$ cat src/rtl/match_pkg.sv
// Shared types, constants and goal-geometry helpers for the soccer match sequencer.
package match_pkg;

    typedef enum logic [2:0] {
        ST_IDLE    = 3'd0,
        ST_KICKOFF = 3'd1,
        ST_PLAY    = 3'd2,
        ST_GOAL    = 3'd3,
        ST_OVER    = 3'd4
    } state_e;

    typedef enum logic [1:0] {
        SIDE_NONE  = 2'd0,
        SIDE_LEFT  = 2'd1,
        SIDE_RIGHT = 2'd2
    } side_e;

    localparam logic [1:0] WIN_NONE = 2'b00;
    localparam logic [1:0] WIN_P1   = 2'b01;
    localparam logic [1:0] WIN_P2   = 2'b10;
    localparam logic [1:0] WIN_DRAW = 2'b11;

    localparam int DEF_FPS            = 60;
    localparam int DEF_MATCH_SECS     = 90;
    localparam int DEF_KICKOFF_FRAMES = 120;
    localparam int DEF_GOAL_FRAMES    = 90;
    localparam int DEF_WIN_SCORE      = 5;
    localparam int DEF_PLAY_STEP      = 2;

    localparam logic [10:0] GOAL_LEFT_X  = 11'd8;
    localparam logic [10:0] GOAL_RIGHT_X = 11'd631;
    localparam logic [10:0] GOAL_Y_MIN   = 11'd180;
    localparam logic [10:0] GOAL_Y_MAX   = 11'd300;

    // 11-bit sums keep X + radius from wrapping; left wins when both lines are crossed.
    function automatic side_e goal_side(input logic [9:0] x, input logic [9:0] y,
                                        input logic [9:0] s);
        logic [10:0] x11;
        logic [10:0] y11;
        logic [10:0] s11;
        logic        mouth;
        side_e       side;
        x11   = {1'b0, x};
        y11   = {1'b0, y};
        s11   = {1'b0, s};
        mouth = (y11 >= GOAL_Y_MIN) && (y11 <= GOAL_Y_MAX);
        side  = SIDE_NONE;
        if (mouth && (x11 <= GOAL_LEFT_X + s11)) begin
            side = SIDE_LEFT;
        end else if (mouth && (x11 + s11 >= GOAL_RIGHT_X)) begin
            side = SIDE_RIGHT;
        end
        return side;
    endfunction

    function automatic logic [3:0] sat_inc(input logic [3:0] v);
        return (v == 4'd15) ? v : v + 4'd1;
    endfunction

    function automatic logic [1:0] winner_of(input logic [3:0] a, input logic [3:0] b);
        logic [1:0] w;
        if (a > b) begin
            w = WIN_P1;
        end else if (b > a) begin
            w = WIN_P2;
        end else begin
            w = WIN_DRAW;
        end
        return w;
    endfunction

endpackage

$ cat src/rtl/match_timer.sv
// Match countdown: frame-within-second counter and seconds remaining, advancing only while run is high.
module match_timer
    import match_pkg::*;
#(
    parameter int FPS        = DEF_FPS,
    parameter int MATCH_SECS = DEF_MATCH_SECS
) (
    input  logic       frame_clk,
    input  logic       Reset,
    input  logic       run,
    input  logic       load,
    output logic [7:0] secs_left,
    output logic       tick_sec
);

    localparam int            FW         = (FPS > 1) ? $clog2(FPS) : 1;
    localparam logic [FW-1:0] FRAME_LAST = FW'(FPS - 1);
    localparam logic [7:0]    SECS_INIT  = 8'(MATCH_SECS);

    logic [FW-1:0] frame_q, frame_d;
    logic [7:0]    secs_q, secs_d;

    assign tick_sec  = run && (frame_q == FRAME_LAST);
    assign secs_left = secs_q;

    always_comb begin
        frame_d = frame_q;
        secs_d  = secs_q;
        if (load) begin
            frame_d = '0;
            secs_d  = SECS_INIT;
        end else if (run) begin
            if (tick_sec) begin
                frame_d = '0;
                if (secs_q != 8'd0) begin
                    secs_d = secs_q - 8'd1;
                end
            end else begin
                frame_d = frame_q + FW'(1);
            end
        end
    end

    always_ff @(posedge frame_clk or posedge Reset) begin
        if (Reset) begin
            frame_q <= '0;
            secs_q  <= SECS_INIT;
        end else begin
            frame_q <= frame_d;
            secs_q  <= secs_d;
        end
    end

endmodule

$ cat src/rtl/match_ctrl.sv
// Frame-rate match sequencer: state, goal detection, scores, winner and motion controls.
module match_ctrl
    import match_pkg::*;
#(
    parameter int FPS            = DEF_FPS,
    parameter int MATCH_SECS     = DEF_MATCH_SECS,
    parameter int KICKOFF_FRAMES = DEF_KICKOFF_FRAMES,
    parameter int GOAL_FRAMES    = DEF_GOAL_FRAMES,
    parameter int WIN_SCORE      = DEF_WIN_SCORE,
    parameter int PLAY_STEP      = DEF_PLAY_STEP
) (
    input  logic       frame_clk,
    input  logic       Reset,
    input  logic       start,
    input  logic [9:0] BallX,
    input  logic [9:0] BallY,
    input  logic [9:0] BallS,
    output logic       centerPlayer,
    output logic [9:0] step,
    output logic       frictionFactor,
    output logic [3:0] score1,
    output logic [3:0] score2,
    output logic [7:0] secs_left,
    output logic [2:0] state_o,
    output logic [1:0] winner
);

    localparam logic [7:0] KICK_LAST = 8'(KICKOFF_FRAMES - 1);
    localparam logic [7:0] GOAL_LAST = 8'(GOAL_FRAMES - 1);
    localparam logic [3:0] WIN_LIM   = 4'(WIN_SCORE);
    localparam logic [9:0] STEP_VAL  = 10'(PLAY_STEP);

    state_e     state_q, state_d;
    logic [7:0] phase_q, phase_d;
    logic [3:0] score1_q, score1_d;
    logic [3:0] score2_q, score2_d;
    logic [1:0] winner_q, winner_d;
    logic       center_q, center_d;
    logic [9:0] step_q, step_d;
    logic       fric_q, fric_d;

    side_e      side;
    logic       timer_load;
    logic       timer_run;
    logic       tick_sec;

    assign side      = goal_side(BallX, BallY, BallS);
    assign timer_run = (state_q == ST_PLAY);

    match_timer #(
        .FPS        (FPS),
        .MATCH_SECS (MATCH_SECS)
    ) u_timer (
        .frame_clk (frame_clk),
        .Reset     (Reset),
        .run       (timer_run),
        .load      (timer_load),
        .secs_left (secs_left),
        .tick_sec  (tick_sec)
    );

    always_ff @(posedge frame_clk or posedge Reset) begin
        if (Reset) begin
            state_q  <= ST_IDLE;
            phase_q  <= '0;
            score1_q <= '0;
            score2_q <= '0;
            winner_q <= WIN_NONE;
            center_q <= 1'b1;
            step_q   <= '0;
            fric_q   <= 1'b0;
        end else begin
            state_q  <= state_d;
            phase_q  <= phase_d;
            score1_q <= score1_d;
            score2_q <= score2_d;
            winner_q <= winner_d;
            center_q <= center_d;
            step_q   <= step_d;
            fric_q   <= fric_d;
        end
    end

    always_comb begin
        state_d    = state_q;
        phase_d    = phase_q;
        score1_d   = score1_q;
        score2_d   = score2_q;
        winner_d   = winner_q;
        timer_load = 1'b0;
        case (state_q)
            ST_IDLE, ST_OVER: begin
                if (start) begin
                    state_d    = ST_KICKOFF;
                    phase_d    = KICK_LAST;
                    score1_d   = '0;
                    score2_d   = '0;
                    winner_d   = WIN_NONE;
                    timer_load = 1'b1;
                end
            end
            ST_KICKOFF: begin
                if (phase_q == 8'd0) begin
                    state_d = ST_PLAY;
                end else begin
                    phase_d = phase_q - 8'd1;
                end
            end
            ST_PLAY: begin
                if (side == SIDE_LEFT) begin
                    score2_d = sat_inc(score2_q);
                end else if (side == SIDE_RIGHT) begin
                    score1_d = sat_inc(score1_q);
                end
                // The last second expiring overrides the goal celebration.
                if (tick_sec && (secs_left == 8'd1)) begin
                    state_d = ST_OVER;
                end else if (side != SIDE_NONE) begin
                    state_d = ST_GOAL;
                    phase_d = GOAL_LAST;
                end
            end
            ST_GOAL: begin
                if (phase_q == 8'd0) begin
                    if ((score1_q >= WIN_LIM) || (score2_q >= WIN_LIM)) begin
                        state_d = ST_OVER;
                    end else begin
                        state_d = ST_KICKOFF;
                        phase_d = KICK_LAST;
                    end
                end else begin
                    phase_d = phase_q - 8'd1;
                end
            end
            default: begin
                state_d = ST_IDLE;
            end
        endcase
        if ((state_d == ST_OVER) && (state_q != ST_OVER)) begin
            winner_d = winner_of(score1_d, score2_d);
        end
    end

    always_comb begin
        center_d = 1'b1;
        step_d   = '0;
        fric_d   = 1'b0;
        case (state_d)
            ST_PLAY: begin
                center_d = 1'b0;
                step_d   = STEP_VAL;
                fric_d   = 1'b1;
            end
            ST_GOAL: begin
                center_d = 1'b0;
                fric_d   = 1'b1;
            end
            default: begin
                center_d = 1'b1;
            end
        endcase
    end

    assign centerPlayer   = center_q;
    assign step           = step_q;
    assign frictionFactor = fric_q;
    assign score1         = score1_q;
    assign score2         = score2_q;
    assign state_o        = state_q;
    assign winner         = winner_q;

endmodule
$ cat config.mk
export PLATFORM = sky130hd
export DESIGN_NAME = match_ctrl
export DESIGN_NICKNAME = d
export VERILOG_FILES = /design/src/rtl/match_pkg.sv /design/src/rtl/match_timer.sv /design/src/rtl/match_ctrl.sv
export SDC_FILE = /design/constraint.sdc
export NUM_CORES = 1
export LEC_CHECK = 0
export CORE_MARGIN = 4
export CORE_UTILIZATION = 39
export CTS_BUF_LIST = sky130_fd_sc_hd__clkbuf_2 sky130_fd_sc_hd__clkbuf_4 sky130_fd_sc_hd__clkbuf_8
export CTS_CLUSTER_DIAMETER = 150
export DETAILED_ROUTE_END_ITERATION = 8
export PLACE_DENSITY = 0.75
export SLEW_MARGIN = 20
export SYNTH_ARGS = -nofsm -noshare
export SYNTH_HDL_FRONTEND = slang
export SYNTH_SLANG_ARGS = --single-unit
$ cat constraint.sdc
create_clock -name frame_clk -period 3.6 [get_ports frame_clk]
set_clock_uncertainty 0.2 [all_clocks]
set_input_delay 0.9 -clock frame_clk [delete_from_list [all_inputs] [get_ports frame_clk]]
set_output_delay 0.9 -clock frame_clk [all_outputs]
set_load 0.02 [all_outputs]
# ---- Yosys cells after proc, flatten, opt, wreduce, memory -nomap -nowiden
# Index checks and enable logic that the tools add are counted.
# W data, S select, Z words.
dict set report classes {
  addsub 7
  n_mul 0
  div 0
  n_lt_le_gt_ge 8
  eq_ne 19
  n_shift 0
  n_mux 42
  bitwise 0
  reduce_logical 22
}
# op n
set ops {}
lappend ops {{$mux W8} 10}
lappend ops {{$pmux W8 S4} 1}
lappend ops {{$mux W4} 7}
lappend ops {{$mux W3} 6}
lappend ops {{$mux W6} 3}
lappend ops {{$pmux W4 S2} 2}
lappend ops {{$sub A8 B1 Y8 const B} 2}
lappend ops {{$mux W2} 7}
lappend ops {{$eq A3 B2 Y1 const B} 4}
lappend ops {{$pmux W3 S4} 1}
lappend ops {{$reduce_bool A2 Y1} 6}
lappend ops {{$add A10 B10 Y11} 1}
lappend ops {{$add A4 B10 Y11 const A} 1}
lappend ops {{$ge A11 B10 Y1 const B} 1}
lappend ops {{$le A10 B11 Y1} 1}
lappend ops {{$ge A10 B8 Y1 const B} 1}
lappend ops {{$le A10 B9 Y1 const B} 1}
lappend ops {{$add A4 B1 Y4 const B} 2}
lappend ops {{$eq A4 B4 Y1 const B} 2}
lappend ops {{$eq A8 B1 Y1 const B} 1}
lappend ops {{$ge A4 B3 Y1 const B} 2}
lappend ops {{$gt A4 B4 Y1} 2}
lappend ops {{$logic_not A8 Y1} 1}
lappend ops {{$ne A2 B2 Y1 const B} 4}
lappend ops {{other kinds (17)} 29}
dict set report totals {
  regBits 47
  latchBits 0
  ram_bits 0
  mem_bits_ro 0
  input_bits 33
  out_inout_bits 33
  wordCells 108
  mem_count 0
}

# ---- Longest topological paths before layout
# Gate-level depths: netlist of the first run.
dict set report depth {
  ltp_word 13
  ltp_mapped 18
  depth_no_buf 18
}

# ---- By module
# Synthesis of the first run repeated with hierarchy kept, for this count alone.
dict set report unflattened {
  hier_cells 383
  area_unflattened_um2 3343.2
}
# mod n_inst cells_per_inst area_per_inst_um2 seq_area_each_um2
set modules_own_cells {}
lappend modules_own_cells {match_ctrl 1 305 2563.7 601.8}
lappend modules_own_cells {match_timer 1 78 779.5 355.3}

# ---- Least setup slack after synthesis of the first run
# OpenSTA, ideal clock, no wires.
dict set report synth_path {
  path_kind {input to register}
  from {input port BallX[0]}
  to {register winner_q[0] (netlist: winner[0])}
  setup_ns 0.078
  t_arrival_ns 4.115
  required_time_ns 3.322
  path_slack_ns -0.792
  cell_stages 18
  path_buffers 0
  path_cell_list {ha_1 > inv_1 > fa_1 > or2_1 > a21oi_1 > or4_1 > o2111ai_1 > a311oi_4 > o21bai_2 > and3_4 > a221oi_1 > ha_1 > nor2b_1 > o21ai_0 > nand2b_1 > a21oi_1 > a41oi_1 > a21oi_1}
}
dict set report synth_via {
  elab_chain_len 13
  elab_cells_between_ends 28
  classes_between {add/sub (1); order compare (4); eq/ne (3); mux (13); reduce/logical (7)}
}
# element line
set synth_rtl {}
lappend synth_rtl {{from (decl)} match_ctrl.sv:15} ;# input logic [9:0] BallX,
lappend synth_rtl {{$add A10 B10 Y11} match_pkg.sv:50} ;# end else if (mouth && (x11 + s11 >= GOAL_RIGHT_X)) begin
lappend synth_rtl {{$ge A11 B10 Y1} match_pkg.sv:50}
lappend synth_rtl {{$logic_and A1 B1 Y1} match_pkg.sv:50}
lappend synth_rtl {{$mux W2} match_pkg.sv:50}
lappend synth_rtl {{$mux W2 *} match_pkg.sv:48} ;# if (mouth && (x11 <= GOAL_LEFT_X + s11)) begin
lappend synth_rtl {{$eq A2 B2 Y1 or $reduce_bool A2 Y1 (tied branches)} {match_ctrl.sv:112, match_ctrl.sv:118}}
lappend synth_rtl {{$mux W4 or $mux W3 (tied branches)} {match_ctrl.sv:112, match_ctrl.sv:118}}
lappend synth_rtl {{$mux W4 or $mux W3 (tied branches)} {match_ctrl.sv:110, match_ctrl.sv:116}}
lappend synth_rtl {{$pmux W4 S2 or $pmux W3 S4 (tied branches)} match_ctrl.sv:91} ;# case (state_q)
lappend synth_rtl {{$gt A4 B4 Y1 or $eq A3 B3 Y1 (tied branches)} {match_pkg.sv:64, match_ctrl.sv:139}}
lappend synth_rtl {{$mux W1 or $logic_and A1 B1 Y1 (tied branches)} {match_pkg.sv:64, match_ctrl.sv:139}}
lappend synth_rtl {{$mux W2 or $reduce_bool A2 Y1 (tied branches)} -}
lappend synth_rtl {{$mux W2 or $reduce_and A2 Y1 (tied branches)} -}
lappend synth_rtl {{to (signal assigned)} match_ctrl.sv:77} ;# winner_q <= winner_d;
lappend synth_rtl {{to (decl)} match_ctrl.sv:37} ;# logic [1:0] winner_q, winner_d;
# Mark *: on every way between the ends. The rest lies on a longest branch, timed or not.
# A chain may end at the register's enable or synchronous reset.

# ---- Final worst setup path of the first run
# Same ends and word-level chain as after synthesis.

==> flow_metrics.env, run 1 <==
export IMPL_run_status="complete, but fails checks"
export IMPL_violations="negative setup slack"
export IMPL_syn_area_per_cell_um2=8.56
export IMPL_cts_tree="done"
export IMPL_arrival_ns=4.14
export IMPL_setup_violations=2
export IMPL_switching_share_pct=36.1
export IMPL_finalSetupTns_ns=-0.999
export IMPL_io_buffers=56
export IMPL_power_frac_seq_pct=36.0
export IMPL_syn_to_final_growth_pct=44.5
export IMPL_async_flop_share_pct=100
export IMPL_grt_pass1_wl_mm=13.8
export IMPL_synthesis_instances=373
export IMPL_r2r_slack_ns=0.57
export IMPL_power_density_mw_per_mm2=368
export IMPL_rsz0062_at_grt="true"
export IMPL_hold_depth=1
export IMPL_design_area_mm2=0.00462
export IMPL_drv_cap=0
export IMPL_drc_errors=0
export IMPL_r2r_cells=11
export IMPL_rows=32
export IMPL_dr_pass1_iters=4
export IMPL_period_needed_ns=4.12
export IMPL_max_freq_mhz=243
export IMPL_drive_above_1_share_pct=26.8
export IMPL_clk_pin_slew_worst_paths_ns=0.08
export IMPL_antenna_found_initial=0
export IMPL_synth_area_leaders="dfrtp_1 26%, ha_1 13%, a21oi_1 4.5%"
export IMPL_die_height_um=98.5
export IMPL_routedWlPerCell_um=14.6
export IMPL_root_buffer="clkbuf_8"
export IMPL_grt_pass1_vias=3106
export IMPL_slew_headroom_pct=59.0
export IMPL_hold_viol_final=0
export IMPL_wl_mm=8.60
export IMPL_die_x_um=98.5
export IMPL_netlist_area_leader_share_pct=25.9
export IMPL_switchingPower_mw=0.613
export IMPL_slew_violations=0
export IMPL_synth_ff_type="dfrtp_1"
export IMPL_drtIter0Drc=133
export IMPL_vias=3197
export IMPL_io_pins=66
export IMPL_p_int_mw=1.09
export IMPL_r2r_end="winner[0]$_DFFE_PP0P_"
export IMPL_clock_sink_count=38
export IMPL_grt_start_max_net_pins=39
export IMPL_viasPerCell=5.42
export IMPL_syn_area_mm2=0.00319
export IMPL_ys_types=67
export IMPL_yosysSeqAreaShare_pct=30.0
export IMPL_hold_path_end="phase_q[3]$_DFFE_PP0P_"
export IMPL_dieArea_mm2=0.00970
export IMPL_grtUsageTotal_pct=16.8
export IMPL_nets=555
export IMPL_diodes=0
export IMPL_setup_slack_ns=-0.518
export IMPL_path_max_fanout=5
export IMPL_yosysWarnings=0
export IMPL_clk_insertion_delay_late_ns=0.30
export IMPL_r2r_start="state_o[2]$_DFF_PP0_"
export IMPL_total_leakage_power_nw=2.05
export IMPL_overflow=0
export IMPL_layout_common_cells="56 x buf_4, 41 x clkdlybuf4s50_1, 34 x nand2_1, 33 x dfrtp_1, 31 x nor2_1"
export IMPL_synth_seq_cells=38
export IMPL_peakVddDrop_uv=167
export IMPL_htreeDepth=2
export IMPL_clockBufferDepth=2
export IMPL_core_area_mm2=0.00785
export IMPL_min_path_type="reg -> reg"
export IMPL_crit_type="in -> reg"
export IMPL_final_common_cell="buf_4"
export IMPL_worst_slew_pin_slew_ns=0.609
export IMPL_yosysTopAreaCell="dfrtp_1"
export IMPL_postPlaceCellArea_mm2=0.00422
export IMPL_min_from="phase_q[3]$_DFFE_PP0P_"
export IMPL_comb_power_share_pct=43.0
export IMPL_cp_required_ns=3.62
export IMPL_power_mw=1.70
export IMPL_postCtsHoldBufs=0
export IMPL_ant_nets=0
export IMPL_crit_path_start_kind="input port"
export IMPL_whs_ns=0.336
export IMPL_post_dp_hpwl_mm=6.40
export IMPL_gp_congestion=0.872
export IMPL_cts_buffers_inserted=5
export IMPL_synth_edf_count=0
export IMPL_initial_core_util_pct=40.7
export IMPL_cp_end_kind="flip-flop"
export IMPL_pwr_share_clk_pct=21.0
export IMPL_cp_startpoint="BallX[0]"
export IMPL_post_route_period_util_pct=114
## cells in the mapped netlist, types with 3 or more instances
cell type  number
a31oi_1         5
nor2b_1         7
mux2i_1         4
a21oi_1        29
nor2_1         32
xor2_1          6
dfstp_2         5
ha_1           34
buf_4           9
xnor2_1         9
a211o_1         5
dfrtp_1        33
o211ai_1        4
nor3_1         13
a22o_1          4
nand2_1        34
nand3_1        14
o21ai_0        18
a211oi_1        5
or3_1           3
nand4_1         5
and3_1          3
nand2b_1       12
inv_1          24
clkbuf_1        4
## kinds of logic after synthesis
family | synth area share [%]
AOI/OAI and AO/OA | 21.2
xor gates and xnor gates | 4.11
adders and majority gates | 13.9
buffers and inverters | 6.07
DFF | 30.0
muxes | 1.25
other | 0.117
and+or+nand+nor | 23.4
## layout make-up
type | count | area, um2
fillers | 675 | 3230
multi-input cells | 303 | 2330
repair buffers | 115 | 1000
flip-flops and latches | 38 | 957
well taps | 102 | 128
inverters | 24 | 90.1
clock buffers | 5 | 68.8
clock inverters | 3 | 40.0
## worst max-delay path by stage
stage,end
detailed placement,winner[0]$_DFFE_PP0P_
global route,winner[0]$_DFFE_PP0P_
CTS,winner[0]$_DFFE_PP0P_
floorplan,winner[0]$_DFFE_PP0P_
global placement,winner[0]$_DFFE_PP0P_
finish,winner[0]$_DFFE_PP0P_
## sequential cells by signal (all words and copies together) (netlist names)
signal	count
phase_q	8
u_timer.secs_left	8
u_timer.frame_q	6
score1	4
score2	4
state_o	3
winner	2
centerPlayer	1
frictionFactor	1
step	1
## power groups by stage
stage	clock network, mW	logic, mW	registers, mW
finish	0.357	0.730	0.611
global route	0.378	0.805	0.627
CTS	0.363	0.688	0.609
global placement	0	0.640	0.610
detailed placement	0	0.661	0.616
floorplan	0	0.387	0.634
## metrics by stage
step	cells	setup slack [ns]	util [%]
finish	590	-0.518	58.8
global route	590	-0.697	58.8
CTS	583	-0.521	57.0
detailed placement	572	-1.34	53.7
global placement	572	-1.24	53.7
floorplan	381	-0.551	-
## metal layers
layer  up-vias  track usage [%]  share of wire [%]
met5         -                0                  0
met4         0             4.94                2.6
met3        19             2.55                5.1
met2       102             31.5                 51
met1      1517             19.7                 41
li1       1559                -                  -
## worst max-delay path: stages
cell and delay [ns]:
buf_8 0.08, ha_4 0.12, inv_2 0.04, fa_2 0.41, or2_4 0.26, a21oi_4 0.20, or4_4 0.17, o2111ai_4 0.10
a311oi_4 0.34, o21bai_4 0.11, and3_4 0.20, a221oi_2 0.23, ha_1 0.28, nor2b_4 0.13, o21ai_1 0.11, nand2b_1 0.08
a21oi_2 0.18, a41oi_2 0.05, a21oi_1 0.14
## repair_timing
action | in CTS | in global routing
resized for setup | 54 | 25
pin swaps | 22 | 17
buffers inserted | 3 | 7
setup endpoints to repair | 20 | 4
Note: power is estimated with default switching activity, not from simulation.
==> inputs of run 2 (changes only) <==
--- a/config.mk
+++ b/config.mk
@@ -10,7 +10,8 @@
 export CTS_BUF_LIST = sky130_fd_sc_hd__clkbuf_2 sky130_fd_sc_hd__clkbuf_4 sky130_fd_sc_hd__clkbuf_8
 export CTS_CLUSTER_DIAMETER = 150
 export DETAILED_ROUTE_END_ITERATION = 8
-export PLACE_DENSITY = 0.75
+export PLACE_DENSITY = 0.7
+export SETUP_SLACK_MARGIN = 0.3
 export SLEW_MARGIN = 20
 export SYNTH_ARGS = -nofsm -noshare
 export SYNTH_HDL_FRONTEND = slang
==> run 2 against run 1 <==
The flow still finishes with violations (negative setup slack); first-iteration DRC count decreased by 32%; core utilization increased by 3.6 points; clock power increased by 28%; global-route usage increased by 0.49 points; largest cell class unchanged; highest routed layer unchanged.
==> flow_metrics.env, run 2 (same netlist as run 1, synthesis figures left out) <==
export IMPL_crit_path_start_kind="input port"
export IMPL_syn_to_final_growth_pct=53.5
export IMPL_peakVddDrop_uv=166
export IMPL_regArea_um2=957
export IMPL_cts_tree="done"
export IMPL_final_util_pct=62.5
export IMPL_io_pins=66
export IMPL_crit_type="in -> reg"
export IMPL_period_needed_ns=4.07
export IMPL_arrival_ns=4.09
export IMPL_cts_buffers_inserted=5
export IMPL_worst_slew_pin_slew_ns=0.617
export IMPL_dieArea_mm2=0.00970
export IMPL_highest_layer="met4"
export IMPL_antenna_found_initial=0
export IMPL_ant_nets=0
export IMPL_clk_pin_slew_worst_paths_ns=0.08
export IMPL_drv_cap=0
export IMPL_clockBufferDepth=2
export IMPL_total_leakage_power_nw=2.14
export IMPL_vias=3195
export IMPL_grtUsageTotal_pct=17.3
export IMPL_grt_start_max_net_pins=39
export IMPL_min_path_type="reg -> reg"
export IMPL_routedWlPerCell_um=14.6
export IMPL_die_height_um=98.5
export IMPL_dr_pass1_iters=4
export IMPL_die_x_um=98.5
export IMPL_hold_viol_final=0
export IMPL_slew_headroom_pct=58.5
export IMPL_slew_violations=0
export IMPL_final_common_cell="buf_4"
export IMPL_run_status="complete, but fails checks"
export IMPL_initial_core_util_pct=40.7
export IMPL_hold_path_end="phase_q[3]$_DFFE_PP0P_"
export IMPL_setup_violations=2
export IMPL_post_route_period_util_pct=113
export IMPL_diodes=0
export IMPL_r2r_end="winner[0]$_DFFE_PP0P_"
export IMPL_core_area_mm2=0.00785
export IMPL_path_max_fanout=3
export IMPL_nets=562
export IMPL_hold_depth=1
export IMPL_setup_slack_ns=-0.474
export IMPL_clock_sink_count=38
export IMPL_root_buffer="clkbuf_8"
export IMPL_min_from="phase_q[3]$_DFFE_PP0P_"
export IMPL_max_freq_mhz=245
export IMPL_wl_mm=8.70
export IMPL_max_stage_delay_ns=0.44
export IMPL_power_mw=1.86
export IMPL_r2r_start="state_o[2]$_DFF_PP0_"
export IMPL_layout_common_cells="54 x buf_4, 40 x clkdlybuf4s50_1, 33 x dfrtp_1, 31 x nand2_1, 28 x nor2_1"
export IMPL_gp_congestion=0.848
export IMPL_wl_met2_mm=4.46
export IMPL_grt_pass1_vias=3264
export IMPL_power_density_mw_per_mm2=380
export IMPL_met3WireLength_um=451
export IMPL_rsz0062_at_grt="true"
export IMPL_path_cells="clkdlybuf4s50_1 > ha_1 > or4_4 > o22ai_4 > xnor2_2 > a311oi_4 > o21bai_4 > and3_4 > a221oi_2 > ha_1 > nor2b_4 > o21ai_1 > nand2b_1 > a21oi_2 > a41oi_2 > a21oi_1"
export IMPL_crit_slowest_cell="or4_4"
export IMPL_whs_ns=0.314
export IMPL_rows=32
export IMPL_cp_required_ns=3.62
export IMPL_grt_pass1_wl_mm=14.2
export IMPL_drtIter0Drc=91
export IMPL_drive_above_1_share_pct=33.5
export IMPL_r2r_cells=11
export IMPL_clk_insertion_delay_late_ns=0.29
export IMPL_cp_end_kind="flip-flop"
export IMPL_drc_errors=0
export IMPL_wl_met1_mm=3.61
export IMPL_crit_top_cell="ha_1"
export IMPL_io_buffers=56
export IMPL_post_place_ws_ns=-1.30
export IMPL_post_dp_hpwl_mm=6.24
export IMPL_violations="negative setup slack"
export IMPL_multi_input_area_mm2=0.00246
export IMPL_htreeDepth=2
export IMPL_overflow=0
export IMPL_r2r_slack_ns=0.50
export IMPL_viasPerCell=5.35
export IMPL_n_fill_cell=671
run 2: area by class of cell:
| class | instances | area share (%) |
|---|---|---|
| clock inverters | 2 | 1.23 |
| inverters | 24 | 1.89 |
| clock buffers | 6 | 1.68 |
| multi-input cells | 303 | 50.3 |
| repair buffers | 122 | 22.8 |
| flip-flops and latches | 38 | 19.5 |
| well taps | 102 | 2.60 |
run 2: report_power, final:
group | internal, mW | switching, mW
sequential | 0.521 | 0.0930
clock | 0.296 | 0.161
combinational | 0.401 | 0.390
total | 1.22 | 0.643
run 2: critical path, delay by kind of cell:
family / cells / cell delay (ns)
fa+ha+maj: 2 / 0.53
buf+inv: 1 / 0.43
xor+xnor: 1 / 0.11
simple gates: 4 / 0.85
compound gates: 8 / 1.26
run 2: repair_timing:
item | CTS | global route
hold buffers | 0 | 0
resized for setup | 102 | 43
setup buffers | 8 | 3
endpoints found under the hold margin | 0 | 0
setup endpoints to repair | 20 | 16
cloned | 1 | 0
pin swaps | 39 | 13
run 2: worst max-delay path by stage:
stage                     startpoint               endpoint  slack (ns)
after floorplan             BallX[0]  winner[0]$_DFFE_PP0P_       -0.55
after global placement      BallS[3]  winner[0]$_DFFE_PP0P_       -1.28
after detailed placement    BallS[3]  winner[0]$_DFFE_PP0P_       -1.30
after CTS                   BallS[0]  winner[0]$_DFFE_PP0P_       -0.47
after global routing        BallS[2]  winner[0]$_DFFE_PP0P_       -0.60
final                       BallX[7]  winner[0]$_DFFE_PP0P_       -0.47
run 2: stage by stage:
step	instance area, um2	TNS (ns)	instances
floorplan	3260	-1.06	381
global placement	4270	-11.13	577
detailed placement	4270	-11.73	577
CTS	4700	-0.893	594
global route	4900	-1.16	597
finish	4900	-0.893	597
run 2: routing by layer:
layer  up-vias  track usage (%)
li1       1565                -
met2        97             32.5
met3        17             2.69
met5         -                0
met4         0             5.04
met1      1516             20.1
==> inputs of run 3 (changes only) <==
--- a/config.mk
+++ b/config.mk
@@ -6,11 +6,12 @@
 export NUM_CORES = 1
 export LEC_CHECK = 0
 export CORE_MARGIN = 4
-export CORE_UTILIZATION = 39
+export CORE_UTILIZATION = 54
 export CTS_BUF_LIST = sky130_fd_sc_hd__clkbuf_2 sky130_fd_sc_hd__clkbuf_4 sky130_fd_sc_hd__clkbuf_8
 export CTS_CLUSTER_DIAMETER = 150
 export DETAILED_ROUTE_END_ITERATION = 8
-export PLACE_DENSITY = 0.7
+export GPL_TIMING_DRIVEN = 0
+export PLACE_DENSITY = 0.9
 export SETUP_SLACK_MARGIN = 0.3
 export SLEW_MARGIN = 20
 export SYNTH_ARGS = -nofsm -noshare
==> run 3 against run 2 <==
The run still ends with negative setup slack left; sequential power barely moved; register-to-register slack got worse by 0.48 ns; design area fell by 9.5%; total power fell by 8.1%; global-route usage rose by 8.3 points; first-iteration DRC count rose to 3.6 times the previous value; clock power fell by 30%; non-clock buffer count fell by 30; critical path type unchanged; largest power group unchanged.
==> flow_metrics.env, run 3 (same netlist as run 1, synthesis figures left out) <==
export IMPL_run_status="complete, but fails checks"
export IMPL_violations="negative setup slack"
export IMPL_drc_errors=0
export IMPL_total_leakage_power_nw=1.95
export IMPL_layout_common_cells="40 x clkdlybuf4s50_1, 33 x dfrtp_1, 32 x nand2_1, 29 x nor2_1, 27 x ha_1"
export IMPL_cp_end_kind="flip-flop"
export IMPL_final_common_cell="clkdlybuf4s50_1"
export IMPL_finalSetupTns_ns=-1.69
export IMPL_path_max_fanout=6
export IMPL_cts_buffers_inserted=5
export IMPL_placed_cells=510
export IMPL_vias=3400
export IMPL_power_mw=1.71
export IMPL_rsz0062_at_grt="true"
export IMPL_arrival_ns=4.32
export IMPL_routedWlPerCell_um=19.1
export IMPL_met3WireLength_um=756
export IMPL_hold_viol_final=0
export IMPL_htreeDepth=2
export IMPL_cp_required_ns=3.63
export IMPL_io_buffers=56
export IMPL_gp_congestion=0.846
export IMPL_clk_insertion_delay_late_ns=0.31
export IMPL_fin_cells=537
export IMPL_power_density_mw_per_mm2=385
export IMPL_dieArea_mm2=0.00721
export IMPL_post_place_ws_ns=-1.43
export IMPL_wl_met1_mm=3.71
export IMPL_design_area_mm2=0.00444
export IMPL_peakVddDrop_uv=303
export IMPL_r2r_slack_ns=0.02
export IMPL_clk_pin_slew_worst_paths_ns=0.09
export IMPL_drtIter0Drc=329
export IMPL_grt_start_max_net_pins=33
export IMPL_worst_slew_pin_slew_ns=0.762
export IMPL_root_buffer="clkbuf_8"
export IMPL_grtUsageTotal_pct=25.6
export IMPL_cts_tree="done"
export IMPL_initial_core_util_pct=57.0
export IMPL_setup_slack_ns=-0.692
export IMPL_rows=27
export IMPL_nets=532
export IMPL_grt_pass1_vias=3278
export IMPL_drv_cap=0
export IMPL_post_route_period_util_pct=119
export IMPL_viasPerCell=6.33
export IMPL_grt_pass1_wl_mm=15.2
export IMPL_setup_violations=9
export IMPL_slew_headroom_pct=48.9
export IMPL_max_freq_mhz=233
export IMPL_antenna_found_initial=0
export IMPL_ant_nets=0
export IMPL_die_x_um=84.9
export IMPL_postPlaceCellArea_mm2=0.00393
export IMPL_die_height_um=84.9
export IMPL_n_fill_cell=336
export IMPL_clock_sink_count=38
export IMPL_drive_above_1_share_pct=23.9
export IMPL_wl_mm=10.3
export IMPL_period_needed_ns=4.29
export IMPL_core_area_mm2=0.00561
export IMPL_dr_pass1_iters=5
export IMPL_syn_to_final_growth_pct=38.9
export IMPL_slew_violations=0
export IMPL_diodes=0
export IMPL_post_dp_hpwl_mm=6.02
export IMPL_overflow=0
export IMPL_min_path_type="reg -> reg"
export IMPL_wl_met2_mm=5.23
export IMPL_clockBufferDepth=2
export IMPL_highest_layer="met4"
export IMPL_crit_path_start_kind="input port"
export IMPL_io_pins=66
export IMPL_crit_type="in -> reg"
-- run 3: final timing paths --
| path | from | to | cells after the start |
|---|---|---|---|
| min | phase_q[3]$_DFFE_PP0P_ | phase_q[3]$_DFFE_PP0P_ | 1 |
| max in group asynchronous | Reset | u_timer.secs_left[6]$_DFFE_PP1P_ | 3 |
| min in group asynchronous | Reset | phase_q[2]$_DFFE_PP0P_ | 2 |
| max reg2reg | state_o[0]$_DFF_PP0_ | winner[0]$_DFFE_PP0P_ | 12 |
| max | BallS[2] | winner[0]$_DFFE_PP0P_ | 18 |
| min reg2reg | phase_q[3]$_DFFE_PP0P_ | phase_q[3]$_DFFE_PP0P_ | 1 |
-- run 3: worst max-delay path: stages --
cell	delay [ns]
dlygate4sd2_1	0.25
inv_1	0.09
ha_4	0.22
nor2b_1	0.17
a2111oi_4	0.36
nor2_2	0.14
xnor2_2	0.19
a311oi_4	0.35
o21bai_4	0.12
and3_4	0.22
a221oi_2	0.25
ha_1	0.29
nor2b_4	0.14
o21ai_2	0.12
nand2b_1	0.07
a21oi_2	0.19
a41oi_2	0.06
a21oi_1	0.18
-- run 3: layout make-up --
| type | instances | area [um2] | share of cell area, % |
|---|---|---|---|
| plain buffers | 16 | 110 | 2.48 |
| clock buffers | 6 | 82.6 | 1.86 |
| clock inverters | 2 | 12.5 | 0.282 |
| inverters | 24 | 90.1 | 2.03 |
| multi-input cells | 303 | 2350 | 53.0 |
| flip-flops and latches | 38 | 957 | 21.6 |
| well taps | 72 | 90.1 | 2.03 |
| repair buffers | 76 | 744 | 16.8 |
-- run 3: stage by stage --
| stage | utilization, % | hold slack, ns |
|---|---|---|
| 2_1_floorplan | - | 0.267 |
| 3_3_place_gp | 69.7 | 0.286 |
| 3_5_place_dp | 70.1 | 0.289 |
| 4_1_cts | 77.0 | 0.309 |
| 5_1_grt | 79.1 | 0.337 |
| 6_report | 79.1 | 0.309 |
-- run 3: power breakdown --
part,switching (mW),internal [mW]
combinational,0.408,0.367
clock,0.167,0.154
sequential,0.0932,0.521
-- run 3: what timing repair did --
action | CTS | global route
pin swaps | 23 | 16
setup endpoints to repair | 22 | 17
resized for setup | 74 | 18
hold buffers | 0 | 0
gates cloned | 1 | 0
setup buffers | 12 | 6
-- run 3: layer usage --
layer  track usage [%]  vias to the layer above
met5                 0                        -
met4              11.1                        0
met3              5.53                       64
met2              46.5                      227
met1              28.7                     1597
li1                  -                     1512
